[config.mk]
export PLATFORM = sky130hd
export DESIGN_NAME = siso_seq_ctrl
export DESIGN_NICKNAME = d
export VERILOG_FILES = /design/src/rtl/siso_seq_ctrl.sv
export SDC_FILE = /design/constraint.sdc
export NUM_CORES = 1
export LEC_CHECK = 0
export CORE_UTILIZATION = 49
export CTS_CLUSTER_DIAMETER = 60
export DETAILED_ROUTE_END_ITERATION = 10
export HOLD_SLACK_MARGIN = 0.05
export PLACE_DENSITY = 0.75
export SETUP_SLACK_MARGIN = 0.05
export SKIP_CTS_REPAIR_TIMING = 1
export SLEW_MARGIN = 40
export SYNTH_ARGS = -nofsm -noshare
export SYNTH_HDL_FRONTEND = slang
export SYNTH_SLANG_ARGS = --single-unit
export TNS_END_PERCENT = 100
[constraint.sdc]
create_clock -name clk -period 1.75 [get_ports clk]
set_clock_uncertainty 0.15 [all_clocks]
set_input_delay 0.4375 -clock clk [delete_from_list [all_inputs] [get_ports clk]]
set_output_delay 0.4375 -clock clk [all_outputs]
set_load 0.02 [all_outputs]
[src/rtl/siso_seq_ctrl.sv]
`default_nettype none
// ============================================================================
// Module   : siso_seq_ctrl
// Purpose  : Transfer sequencer for a DEPTH-stage serial-in serial-out chain.
//            A parallel word accepted on start is fed LSB-first into the
//            chain, the chain is then drained with zeros, and the bits
//            leaving the last stage are reassembled into a parallel word
//            that is presented on dout together with a one-cycle done pulse.
// Revision : 1.0 - initial release
// ----------------------------------------------------------------------------
// Ports:
//   clk      in   1      system clock, rising edge
//   rst      in   1      synchronous active-high reset
//   start    in   1      transfer request, sampled only while idle
//   din      in   WIDTH  word to transmit, latched on accepted start
//   abort    in   1      cancels a transfer that is shifting or draining
//   busy     out  1      high in SHIFT, DRAIN and DONE
//   done     out  1      one-cycle completion pulse (DONE state)
//   dout     out  WIDTH  reassembled word, held until the next done
//   ser_out  out  1      last chain stage
//   shift_en out  1      high while the chain advances (SHIFT, DRAIN)
// ============================================================================
module siso_seq_ctrl #(
  parameter int WIDTH = 8,
  parameter int DEPTH = 4
) (
  input  logic             clk,
  input  logic             rst,
  input  logic             start,
  input  logic [WIDTH-1:0] din,
  input  logic             abort,
  output logic             busy,
  output logic             done,
  output logic [WIDTH-1:0] dout,
  output logic             ser_out,
  output logic             shift_en
);

  // One spare count so the increment on the final drain edge never wraps.
  localparam int SW = $clog2(WIDTH + DEPTH + 1);

  localparam logic [SW-1:0] c_TX_LAST = SW'(WIDTH - 1);
  localparam logic [SW-1:0] c_S_LAST  = SW'(WIDTH + DEPTH - 1);
  localparam logic [SW-1:0] c_DEPTH   = SW'(DEPTH);

  typedef enum logic [1:0] {
    ST_IDLE  = 2'd0,
    ST_SHIFT = 2'd1,
    ST_DRAIN = 2'd2,
    ST_DONE  = 2'd3
  } state_t;

  state_t           state_q, state_d;
  logic [DEPTH-1:0] chain_q, chain_d;
  logic [WIDTH-1:0] tx_q,    tx_d;
  logic [WIDTH-1:0] rx_q,    rx_d;
  logic [WIDTH-1:0] dout_q,  dout_d;
  logic [SW-1:0]    s_q,     s_d;
  logic             w_feed;

  always_ff @(posedge clk) begin
    if (rst) begin
      state_q <= ST_IDLE;
      chain_q <= '0;
      tx_q    <= '0;
      rx_q    <= '0;
      dout_q  <= '0;
      s_q     <= '0;
    end else begin
      state_q <= state_d;
      chain_q <= chain_d;
      tx_q    <= tx_d;
      rx_q    <= rx_d;
      dout_q  <= dout_d;
      s_q     <= s_d;
    end
  end

  always_comb begin
    state_d = state_q;
    chain_d = chain_q;
    tx_d    = tx_q;
    rx_d    = rx_q;
    dout_d  = dout_q;
    s_d     = s_q;
    w_feed  = 1'b0;

    case (state_q)
      ST_IDLE: begin
        if (start) begin
          tx_d    = din;
          s_d     = '0;
          rx_d    = '0;
          state_d = ST_SHIFT;
        end
      end

      ST_SHIFT, ST_DRAIN: begin
        if (abort) begin
          chain_d = '0;
          tx_d    = '0;
          rx_d    = '0;
          s_d     = '0;
          state_d = ST_IDLE;
        end else begin
          // While draining, zeros are pushed in so the chain ends up flushed.
          w_feed     = (state_q == ST_SHIFT) ? tx_q[0] : 1'b0;
          chain_d[0] = w_feed;
          for (int i = 1; i < DEPTH; i++) begin
            chain_d[i] = chain_q[i-1];
          end
          if (state_q == ST_SHIFT) begin
            tx_d = tx_q >> 1;
          end
          s_d = s_q + 1'b1;

          // Bit k of the word reaches the last stage after step k+DEPTH-1,
          // so it is picked up from ser_out on step k+DEPTH.
          if (s_q >= c_DEPTH) begin
            rx_d = {chain_q[DEPTH-1], rx_q[WIDTH-1:1]};
          end

          if ((state_q == ST_SHIFT) && (s_q == c_TX_LAST)) begin
            state_d = ST_DRAIN;
          end else if ((state_q == ST_DRAIN) && (s_q == c_S_LAST)) begin
            // Include the bit captured on this very edge.
            dout_d  = rx_d;
            state_d = ST_DONE;
          end
        end
      end

      ST_DONE: begin
        state_d = ST_IDLE;
      end

      default: begin
        state_d = ST_IDLE;
      end
    endcase
  end

  assign busy     = (state_q != ST_IDLE);
  assign done     = (state_q == ST_DONE);
  assign shift_en = (state_q == ST_SHIFT) || (state_q == ST_DRAIN);
  assign ser_out  = chain_q[DEPTH-1];
  assign dout     = dout_q;

endmodule
`default_nettype wire

==> results.md <==
* Synthesis-stage register bit count at 34
* Power Density at 709 mW/mm²
* Commonest non-fill, non-tap cells in the layout: dfxtp_1 (32), buf_4 (25), a21oi_1 (14), nand2_1 (13), a21oi_2 (12)
* Setup WS post-layout at -0.105 ns
* Die H at 62.1 µm
* Hold slack final at 0.319 ns
* CP max stage cell: dfxtp_2
* Post-synthesis sequential area ratio at 0.384
* Tmin final at 1.85 ns
* Core Region at 0.00339 mm²
* Placed wire-length estimate at 2860 µm
* CTS Root Cell: clkbuf_4
* Clock sinks at 34
* Drc violations at 0
* Wire length per cell at 18.1 µm
* # rows at 21
* Fmax at 539 MHz
* Ys Warns at 0
* RSZ-0062 raised after global routing: true
* Starting Density at 0.522
* Area delta synth->final at 48.5%
* Multi-input gate area at 0.00112 mm²
* Area contributors post-synth: dfxtp_1 (38%), a21oi_1 (7.9%), a311oi_2 (5.9%)
* Worst IR Drop VDD at 0.432 mV
* Rel. slew slack at 0.789
* Final setup vio count at 19
* Largest net degree at the start of global routing at 35
* CTS tree: built
* Total power at 0.00186 W
* Synth Instances at 190
* Failing checks: negative setup slack
* Initial antenna violation count at 0
* Max Slew Vio Count at 0
* Commonest non-fill, non-tap cell in the layout: dfxtp_1
* Fraction of registers with async set/reset at 0
* Share of layout cells above drive strength 1 at 0.392
* Critical path type: flop to flop
* CP Max Fanout at 6
* Nets at 257
* I/O pins at 24
* Syn Nets at 207
* Routability-driven placement congestion ratio at 0.758
* Netlist cell types at 37
* Worst setup SP type: flop
* Post-Place Setup Slack at -0.348 ns
* CTS Buf Count at 5
* Overflow after GRT at 0
* Clk buf depth at 2
* Post-DR vias/cell at 6.11
* Die Width at 62.1 µm
* Worst R2R Setup Slack at -0.10 ns
* Skew-Pair Late Insertion Delay at 0.35 ns
* Post-Syn Area per Cell at 9.32 µm²
* Reg clk slew, reported paths at 0.11 ns
* Antenna Cells at 0
* Initial DRT Pass Iterations at 4
* Hold Crit Class: flop to flop
* CP required at 1.88 ns
* Vias at 1748
* Cell Area, Synth at 0.00177 mm²
* Ys flop type: dfxtp_1
* Final Hold Vio Count at 0
* # Max-Cap Violations at 0
* First-pass GRT wire length at 7000 µm
* ANT nets after route at 0
* DRT iter0 DRCs at 99
* Crit-path max cell delay at 0.35 ns
* Critical path capture point type: flop
* Total track usage at 0.226
* Final Core Density at 0.776
* Number of H-tree levels at 2
* Fill cells at 212
* EDFF count, synth at 0
* Die area at 0.00386 mm²
* Status: finished, violations left
* CP cell instances: inv_2, ha_4, buf_8, nor2b_4, clkbuf_16, nand3_1, a31oi_1
* Synth top area share at 0.384
* WP data arrival at 1.98 ns
* Leak at 1.08 nW
* Final Cycle Share at 1.06
* Total Wirelength at 5190 µm
* Vias in the first global route at 1562
* Slew at the pin closest to its max-slew limit at 0.310 ns
* Leading area contributor after synthesis: dfxtp_1
* Port bufs at 23
* FF+latch area at 683 µm²
## worst max-delay path, delay by kind of cell, from the launching register on
family / cells / cell delay (ns)
AOI/OAI and AO/OA: 1 / 0.22
adders and majority gates: 1 / 0.30
buffers and inverters: 3 / 0.39
DFF: 1 / 0.35
and+or+nand+nor: 2 / 0.39
## cells in the mapped netlist, types with 3 or more instances
library cell	count
buf_6	3
inv_1	4
clkbuf_1	7
ha_1	5
a2bb2oi_1	7
mux2i_1	9
a21oi_2	3
nand3b_1	3
buf_4	4
dfxtp_1	34
a311oi_1	8
nand4_1	8
nand2_1	14
a311oi_2	7
nand3_1	4
o21ai_0	11
a21oi_1	28
buf_2	6
## through the flow
stage | area (µm²) | cells | setup TNS [ns]
floorplan | 1820 | 190 | -0.158
finish | 2630 | 286 | -0.768
global route | 2630 | 286 | -2.15
CTS | 2280 | 275 | -3.50
global placement | 2240 | 268 | -7.03
detailed placement | 2240 | 268 | -7.97
## kinds of logic (layout without fill, tap and decap cells)
family | Yosys count | in the layout | share of synthesized area
mux | 10 | 10 | 0.0572
flops | 34 | 34 | 0.384
simple gates | 47 | 47 | 0.161
fa+ha+maj | 5 | 5 | 0.0353
buf+inv | 25 | 75 | 0.0784
compound gates | 69 | 69 | 0.283
## state kept, by name, summed over array words and instances (netlist names)
name / count
tx_q: 8
chain_q: 4
state_q: 2
s_q: 4
rx_q: 8
dout: 8
## layer usage
| layer | vias to the layer above | track usage | part of all wire |
|---|---|---|---|
| li1 | 824 | - | - |
| met4 | 0 | 0.108 | 0.031 |
| met1 | 838 | 0.292 | 0.42 |
| met5 | - | 0 | 0 |
| met2 | 71 | 0.354 | 0.48 |
| met3 | 15 | 0.0551 | 0.060 |
## cell type report
| cell class | instances | area share |
|---|---|---|
| clock buffers | 5 | 0.0143 |
| multi-input cells | 131 | 0.427 |
| inverters | 4 | 0.00714 |
| clock inverters | 2 | 0.00381 |
| well taps | 46 | 0.0219 |
| repair buffers | 64 | 0.266 |
| flip-flops and latches | 34 | 0.260 |
## power breakdown
group	total, W	switching [W]	internal, W
logic	0.000615	0.000291	0.000324
clock network	0.000416	0.000272	0.000144
registers	0.000833	0.0000275	0.000806
## final timing paths
kind,from,endpoint,depth (start not counted)
setup / recovery,state_q[1]$_SDFFE_PP0P_,s_q[3]$_SDFFE_PP0P_,7
hold / removal,chain_q[1]$_SDFFE_PP0P_,chain_q[1]$_SDFFE_PP0P_,2
setup reg to reg,state_q[1]$_SDFFE_PP0P_,s_q[3]$_SDFFE_PP0P_,7
hold reg to reg,chain_q[1]$_SDFFE_PP0P_,chain_q[1]$_SDFFE_PP0P_,2
No activity file was read; power rests on OpenSTA's default activity.
